[src/rtl/mmio_uart_bridge.sv]
// rtl/mmio_uart_bridge.sv - UART byte-command to memory-mapped bus initiator
module mmio_uart_bridge #(
    parameter int unsigned TIMEOUT = 64
) (
    input  logic        clk,
    input  logic        resetn,
    input  logic [7:0]  rx_data,
    input  logic        rx_valid,
    output logic [7:0]  tx_data,
    output logic        tx_valid,
    input  logic        tx_ready,
    output logic [31:0] bus_addr,
    output logic [3:0]  bus_wrstb,
    output logic [31:0] bus_wdata,
    input  logic [31:0] bus_rdata,
    output logic        bus_valid,
    input  logic        bus_ready,
    output logic        busy,
    output logic        overrun
);

    typedef enum logic [2:0] {S_IDLE, S_ADDR, S_WDATA, S_BUS, S_RESP} state_t;

    localparam int unsigned TW = (TIMEOUT > 1) ? $clog2(TIMEOUT) : 1;
    localparam logic [TW-1:0] TMO_LAST = TW'(TIMEOUT - 1);

    state_t        state_q, state_d;
    logic [1:0]    cnt_q, cnt_d;
    logic          wr_q, wr_d;
    logic [31:0]   addr_q, addr_d;
    logic [31:0]   wdata_q, wdata_d;
    logic [3:0]    wrstb_q, wrstb_d;
    logic          bvalid_q, bvalid_d;
    logic [31:0]   resp_q, resp_d;
    logic [1:0]    rlast_q, rlast_d;
    logic          txv_q, txv_d;
    logic [TW-1:0] tmo_q, tmo_d;
    logic          ovr_q, ovr_d;

    always_ff @(posedge clk or negedge resetn) begin
        if (!resetn) begin
            state_q  <= S_IDLE;
            cnt_q    <= '0;
            wr_q     <= 1'b0;
            addr_q   <= '0;
            wdata_q  <= '0;
            wrstb_q  <= '0;
            bvalid_q <= 1'b0;
            resp_q   <= '0;
            rlast_q  <= '0;
            txv_q    <= 1'b0;
            tmo_q    <= '0;
            ovr_q    <= 1'b0;
        end else begin
            state_q  <= state_d;
            cnt_q    <= cnt_d;
            wr_q     <= wr_d;
            addr_q   <= addr_d;
            wdata_q  <= wdata_d;
            wrstb_q  <= wrstb_d;
            bvalid_q <= bvalid_d;
            resp_q   <= resp_d;
            rlast_q  <= rlast_d;
            txv_q    <= txv_d;
            tmo_q    <= tmo_d;
            ovr_q    <= ovr_d;
        end
    end

    always_comb begin
        state_d  = state_q;
        cnt_d    = cnt_q;
        wr_d     = wr_q;
        addr_d   = addr_q;
        wdata_d  = wdata_q;
        wrstb_d  = wrstb_q;
        bvalid_d = bvalid_q;
        resp_d   = resp_q;
        rlast_d  = rlast_q;
        txv_d    = txv_q;
        tmo_d    = tmo_q;
        ovr_d    = 1'b0;
        case (state_q)
            S_IDLE: begin
                if (rx_valid) begin
                    if (rx_data == 8'h57 || rx_data == 8'h52) begin
                        wr_d    = (rx_data == 8'h57);
                        cnt_d   = 2'd0;
                        state_d = S_ADDR;
                    end else begin
                        resp_d  = 32'h0000_003F;
                        rlast_d = 2'd0;
                        txv_d   = 1'b1;
                        state_d = S_RESP;
                    end
                end
            end
            S_ADDR: begin
                if (rx_valid) begin
                    addr_d[8*cnt_q +: 8] = rx_data;
                    cnt_d = cnt_q + 2'd1;
                    if (cnt_q == 2'd3) begin
                        if (wr_q) begin
                            state_d = S_WDATA;
                        end else begin
                            state_d  = S_BUS;
                            bvalid_d = 1'b1;
                            wrstb_d  = 4'h0;
                            tmo_d    = '0;
                        end
                    end
                end
            end
            S_WDATA: begin
                if (rx_valid) begin
                    wdata_d[8*cnt_q +: 8] = rx_data;
                    cnt_d = cnt_q + 2'd1;
                    if (cnt_q == 2'd3) begin
                        state_d  = S_BUS;
                        bvalid_d = 1'b1;
                        wrstb_d  = 4'hF;
                        tmo_d    = '0;
                    end
                end
            end
            S_BUS: begin
                ovr_d = rx_valid;
                // Ready is checked before expiry so a completion on the last cycle still wins.
                if (bvalid_q && bus_ready) begin
                    bvalid_d = 1'b0;
                    wrstb_d  = 4'h0;
                    resp_d   = wr_q ? 32'h0000_004B : bus_rdata;
                    rlast_d  = wr_q ? 2'd0 : 2'd3;
                    txv_d    = 1'b1;
                    state_d  = S_RESP;
                end else if (TIMEOUT != 0 && tmo_q == TMO_LAST) begin
                    bvalid_d = 1'b0;
                    wrstb_d  = 4'h0;
                    resp_d   = 32'h0000_0054;
                    rlast_d  = 2'd0;
                    txv_d    = 1'b1;
                    state_d  = S_RESP;
                end else if (TIMEOUT != 0) begin
                    tmo_d = tmo_q + 1'b1;
                end
            end
            S_RESP: begin
                ovr_d = rx_valid;
                if (txv_q && tx_ready) begin
                    if (rlast_q == 2'd0) begin
                        txv_d   = 1'b0;
                        state_d = S_IDLE;
                    end else begin
                        resp_d  = resp_q >> 8;
                        rlast_d = rlast_q - 2'd1;
                    end
                end
            end
            default: state_d = S_IDLE;
        endcase
    end

    assign tx_data   = resp_q[7:0];
    assign tx_valid  = txv_q;
    assign bus_addr  = addr_q;
    assign bus_wdata = wdata_q;
    assign bus_wrstb = wrstb_q;
    assign bus_valid = bvalid_q;
    assign busy      = (state_q != S_IDLE);
    assign overrun   = ovr_q;

endmodule
[config.mk]
export PLATFORM = sky130hd
export DESIGN_NAME = mmio_uart_bridge
export DESIGN_NICKNAME = d
export VERILOG_FILES = /design/src/rtl/mmio_uart_bridge.sv
export SDC_FILE = /design/constraint.sdc
export NUM_CORES = 1
export LEC_CHECK = 0
export BUFFER_PORTS_ARGS = -buffer_cell sky130_fd_sc_hd__buf_2
export CORE_ASPECT_RATIO = 1.5
export CORE_UTILIZATION = 54
export DETAILED_ROUTE_END_ITERATION = 7
export GPL_TIMING_DRIVEN = 1
export PLACE_DENSITY = 0.8
export SYNTH_ARGS = -nofsm -noshare
export SYNTH_HDL_FRONTEND = slang
export SYNTH_SLANG_ARGS = --single-unit
[constraint.sdc]
create_clock -name clk -period 2 [get_ports clk]
set_input_delay 0.4 -clock clk [delete_from_list [all_inputs] [get_ports clk]]
set_output_delay 0.4 -clock clk [all_outputs]
set_load 0.01 [all_outputs]
-- Word-level counts from Yosys, hierarchy flattened
Cells that the tools add are included.
- register bits after elaboration: 117
- latch bits: 0
- RAM bits: 0
- memory bits (read-only): 0
- input port bits: 45
- memories: 0
- $add $sub $neg: 4
- multiply operators: 0
- div/mod/pow operators: 0
- $lt $le $gt $ge: 0
- equal/unequal tests: 23
- shift operators: 2
- mux-type cells: 66
- bitwise operators: 0
- reduce and logical (&&, ||, !) cells: 20
- operator list (kind ; count):
    two-way mux 32 bit ; 7
    case mux 32 bit (3 select lines) ; 1
    bitwise mux 32 bit ; 2
    two-way mux 6 bit ; 7
    negator 5 -> 34 bit ; 1
    variable shift 8 x 34 -> 32 bit (first input constant) ; 1
    variable part select 8 x 34 -> 32 bit ; 1
    two-way mux 3 bit ; 10
    two-way mux 4 bit ; 7
    inequality test 2 bit (second input constant) ; 13
    two-way mux 2 bit ; 10
    case mux 6 bit (3 select lines) ; 1
    == test 8 x 7 -> 1 bit (second input constant) ; 2
    AND reduction 8 bit ; 2
    two-way mux 1 bit ; 15
    case mux 3 bit (5 select lines) ; 1
    case mux 4 bit (3 select lines) ; 1
    AND reduction 6 bit ; 2
    nonzero test 3 bit ; 3
    AND reduction 7 bit ; 1
    adder 6 x 1 -> 6 bit (second input constant) ; 1
    == test 3 x 2 -> 1 bit (second input constant) ; 2
    == test 6 bit (second input constant) ; 1
    case mux 1 bit (3 select lines) ; 2
    18 further kinds ; 21

-- Logic depth before layout (Yosys ltp)
- depth in word-level cells: 5
- depth in mapped cells: 8

-- Worst setup path after synthesis
OpenSTA, ideal clock, no wires.
- kind: reg2reg
- start: reg state_q[0]
- end: reg resp_q[10]
- setup time: 125 ps
- data arrival time: 1732 ps
- required time: 1875 ps
- setup slack: 143 ps
- stages on the path, launching flop included: 9
- buffers on the path: 3
- cells stage by stage: dfrtp_1 -> buf_6 -> and3b_1 -> buf_6 -> a311oi_2 -> o21ai_2 -> nand3_4 -> buf_12 -> mux2_4
- longest elaborated chain between the ends: 3
- RTL lines (item ; RTL line ; source):
    start, declared ; 27 ; state_t state_q, state_d;
    start signal, assigned ; 55 ; state_q <= state_d;
    == test 3 x 2 -> 1 bit, or another cell as far along ; 83 ; case (state_q)
    inequality test 3 bit (no line), or another cell as far along ; -- ;
    AND reduction 6 bit (no line) ; -- ;
    end signal, assigned ; 62 ; resp_q <= resp_d;
    end, declared ; 34 ; logic [31:0] resp_q, resp_d;
Several ways; a longest one is shown, not always the timed one.
A chain may end at the register's enable or synchronous reset.

-- Final worst setup path
- start: reg state_q[1]
- end: reg resp_q[2]
Same word-level chain as after synthesis.

==> results.txt <==
----------------------------------------------------
[Status]
  Status ... finished clean

[Worst setup path]
  Arrival time of the worst setup path ... 2.25 ns
  Critical path launch point ... state_q[1]
  CP max FO ... 11
  Reg2Reg Setup Slack ... 0.04 ns
  Crit path buf inv count ... 2
  Logic depth of the worst path, buffers included ... 7
  CP cell instances ... buf_12, and3b_1, a311oi_2, o21ai_2, nand3_4, buf_12, mux2_2
  Destination of the worst register-to-register timing path ... resp_q[2]
  Most common cell type on the critical path ... sky130_fd_sc_hd__buf_12
  Critical path required time ... 2.29 ns
  Element type at the critical path start ... flop
  R2R cell count ... 7
  Worst setup path endpoint ... resp_q[2]
  Reg-to-Reg Start ... state_q[1]
  Cell type group with the largest total delay on the critical path ... flip-flops
  Cell type of the slowest stage on the worst timing path ... sky130_fd_sc_hd__dfrtp_2
  CP max stage delay ... 0.45 ns
  Category of the worst setup path capture point ... flop
  Type of the setup path with the least slack ... reg -> reg

[Global route]
  Maximum number of pins on one net before global-route repair ... 43
  Number of antenna violations at the first check in global routing ... 0
  Number of global-route vias before repair ... 4300
  Total routing usage reported by global routing ... 28.01%
  First-pass GRT wire length ... 20800 um
  GR Overflow Total ... 0

[Drt]
  Via density per instance ... 5.666
  Vias ... 4278
  Starting DRT DRC Count ... 227
  First-pass iteration count of the detailed router ... 4
  Number of antenna-violating nets in the routed design ... 0
  Residual DRC count ... 0
  DRT Wirelength ... 12880 um
  Detail-routed net length per standard cell ... 17.06 um

[Die]
  Chip width ... 82.45 um
  Overall die height ... 122.7 um
  Initial core utilization ... 56.00%
  Core footprint ... 9361 sq um
  Std cell rows ... 43
  Number of I/O pins ... 125
  Total die area ... 10110 sq um

[Logic synthesis]
  Synth top area cells ... sky130_fd_sc_hd__dfrtp_1 (54%), sky130_fd_sc_hd__nand2_1 (7.4%), sky130_fd_sc_hd__a22o_1 (7.0%)
  Net Count, Synth ... 539
  Sequential-to-total area share from yosys stat ... 54.42%
  Syn_area_per_cell ... 10.76 sq um
  Fraction of synthesized cell area taken by the top area cell type ... 54.42%
  Top cell type by total area after synthesis ... sky130_fd_sc_hd__dfrtp_1
  Yosys warning total ... 0
  Post-synthesis simple-gate area fraction ... 13.77%
  Netlist cell types ... 47
  Async set or reset register ratio after synthesis ... 100.0%
  Cell with the most instances after synthesis ... sky130_fd_sc_hd__dfrtp_1
  Compound-cell area share of the yosys netlist ... 17.21%
  Post-synthesis cell area ... 5243 sq um
  Cells after synthesis ... 487
  Number of enable-type register cells in the synthesized netlist ... 0
  Most used standard cells in the synthesized netlist ... sky130_fd_sc_hd__dfrtp_1 (114), sky130_fd_sc_hd__nand2_1 (104), sky130_fd_sc_hd__o21ai_0 (65), sky130_fd_sc_hd__a22o_1 (42), sky130_fd_sc_hd__mux2_4 (20)
  Dominant combinational cell family by area after synthesis ... compound AO/OA/AOI/OAI gates
  Fraction of synthesized cell area in xor and xnor cells ... 0.5012%
  Mux contribution to synthesized area ... 7.184%
  Top FF cell, synth ... sky130_fd_sc_hd__dfrtp_1
  #FFs+latches synth ... 114
  Arithmetic-cell share of the synthesized area counting full adders, half adders and majority gates ... 1.671%

[STA]
  Maximum clock rate ... 510.2 MHz
  Headroom to the max-slew limit ... 67.44%
  Max-slew violations ... 0
  Setup violators final ... 0
  Post-route minimum period ... 1.960 ns
  Tightest Pin Transition ... 0.4885 ns
  Tcrit/Tclk final ... 98.00%
  Number of hold violations in the final report ... 0
  Worst clock skew ... 0.005750 ns

[Placement]
  Port buffer count ... 124
  Gp weighted congestion ... 0.9069
  Placed instance count ... 721
  Cell area after placement ... 6087 sq um
  Post-detail-place hpwl ... 9045 um

[Clock tree]
  CTS Buf Count ... 17
  Clock transition at path regs ... 0.05 ns
  Clock tree from TritonCTS ... built
  Worst-skew pair later-pin latency ... 0.41 ns
  Clock tree root buffer cell ... sky130_fd_sc_hd__clkbuf_16
  Sinks on Clock Net ... 114
  H-tree Lvls ... 4
  Maximum number of buffers from clock root to sink ... 2

[Job]
  Max-capacitance violation count ... 0

[Layout]
  Fill cell count ... 665
  Final Non-Filler Cells ... 755
  Number of antenna cells inserted ... 0
  Post-route cell area ... 6787 sq um
  Core Util, Final ... 72.49%
  Synth-to-layout area growth ... 29.45%
  Nets ... 684
  Ratio of cells with drive above 1 in the final layout ... 35.93%

[Power]
  Maximum resistive drop on vdd ... 0.7569 mV
  Leakage power summed over all cells ... 3.498 nW
  P per Cell Area ... 1210 nW/um^2

[Worst hold path]
  Type of the tightest min-delay check ... in -> reg

----------------------------------------------------
## cell usage in the layout, fill, tap and decap left out, types with 4 or more instances in the layout
cell / instances
sky130_fd_sc_hd__buf_2: 123
sky130_fd_sc_hd__dfrtp_1: 110
sky130_fd_sc_hd__nand2_1: 101
sky130_fd_sc_hd__o21ai_0: 64
sky130_fd_sc_hd__a22o_1: 42
sky130_fd_sc_hd__buf_4: 31
sky130_fd_sc_hd__mux2_4: 20
sky130_fd_sc_hd__clkbuf_16: 17
sky130_fd_sc_hd__a21oi_1: 15
sky130_fd_sc_hd__nor2_1: 12
sky130_fd_sc_hd__nand3_1: 8
sky130_fd_sc_hd__ha_1: 7
sky130_fd_sc_hd__buf_12: 7
sky130_fd_sc_hd__inv_1: 5
sky130_fd_sc_hd__mux2_2: 5
sky130_fd_sc_hd__bufinv_16: 5
sky130_fd_sc_hd__nor2b_1: 4
sky130_fd_sc_hd__nand2b_1: 4
sky130_fd_sc_hd__a31oi_1: 4
sky130_fd_sc_hd__dfrtp_2: 4
## sequential cells by signal (all words and copies together) (netlist names), 2 cells and up
name and cells:
tmo_q 6, rlast_q 2, resp_q 32, state_q 3, bus_addr 32, bus_wdata 32
cnt_q 2
## power by group
| group | leakage (nW) | switching, mW | internal, mW |
|---|---|---|---|
| Clock | 0.312 | 1.02 | 2.26 |
| Sequential | 1.55 | 0.204 | 2.61 |
| Combinational | 1.64 | 1.14 | 0.987 |
| Total | 3.50 | 2.36 | 5.85 |
## per-stage QoR
stage / setup TNS [ns] / setup slack, ns / hold slack [ns] / total power, mW
final: 0 / 0.04004 / 0.2065 / 8.214
after global routing: -0.003239 / -0.002139 / 0.2013 / 8.621
after CTS: 0 / 0.003139 / 0.1946 / 8.217
after detailed placement: -0.04767 / -0.01548 / 0.3947 / 4.911
after global placement: -1.747 / -0.09828 / 0.3854 / 4.835
after floorplan: 0 / 0.1425 / 0.1044 / 4.204
## worst register-to-register path, stage by stage (launching register included)
cell,delay [ns]
sky130_fd_sc_hd__dfrtp_2,0.45
sky130_fd_sc_hd__buf_12,0.15
sky130_fd_sc_hd__and3b_1,0.19
sky130_fd_sc_hd__a311oi_2,0.28
sky130_fd_sc_hd__o21ai_2,0.13
sky130_fd_sc_hd__nand3_4,0.15
sky130_fd_sc_hd__buf_12,0.16
sky130_fd_sc_hd__mux2_2,0.33
## final cells by class
type	instances	area [sq um]	area share, %
flip-flops and latches	114	2858	42.11
multi-input cells	331	2122	31.27
repair buffers	163	1010	14.88
clock buffers	20	456.7	6.729
clock inverters	10	181.4	2.673
well taps	112	140.1	2.065
inverters	5	18.77	0.2765
## cell families (layout without fill, tap and decap cells)
family                     count (synthesis)  in the layout
and+or+nand+nor                          155            155
DFF                                      114            114
adders and majority gates                  7              7
xor gates and xnor gates                   3              3
buffers and inverters                     42            198
muxes                                     27             27
AOI/OAI and AO/OA                        139            139
## layer usage
| metal | track usage (%) | routed length (um) | vias up |
|---|---|---|---|
| met4 | 16.12 | 442 | 0 |
| met1 | 31.83 | 5032 | 2077 |
| met5 | 0 | 0 | - |
| met2 | 46.02 | 6632 | 180 |
| li1 | - | - | 1996 |
| met3 | 8.104 | 772 | 25 |
## worst min path at each step
stage / from / end / depth (start not counted)
2_1_floorplan: resetn / bus_addr[0] / 0
3_3_place_gp: resetn / bus_addr[12] / 1
3_5_place_dp: resetn / bus_wdata[12] / 1
4_1_cts: bus_rdata[31] / resp_q[31] / 2
5_1_grt: bus_rdata[31] / resp_q[31] / 2
6_report: bus_rdata[28] / resp_q[28] / 2
## what timing repair did
item	CTS	global route
hold buffers	1	0
hold endpoints to repair	33	0
buffers inserted	0	3
endpoints found under the setup margin	2	11
resized for setup	4	5
Note: power is estimated with default switching activity, not from simulation.
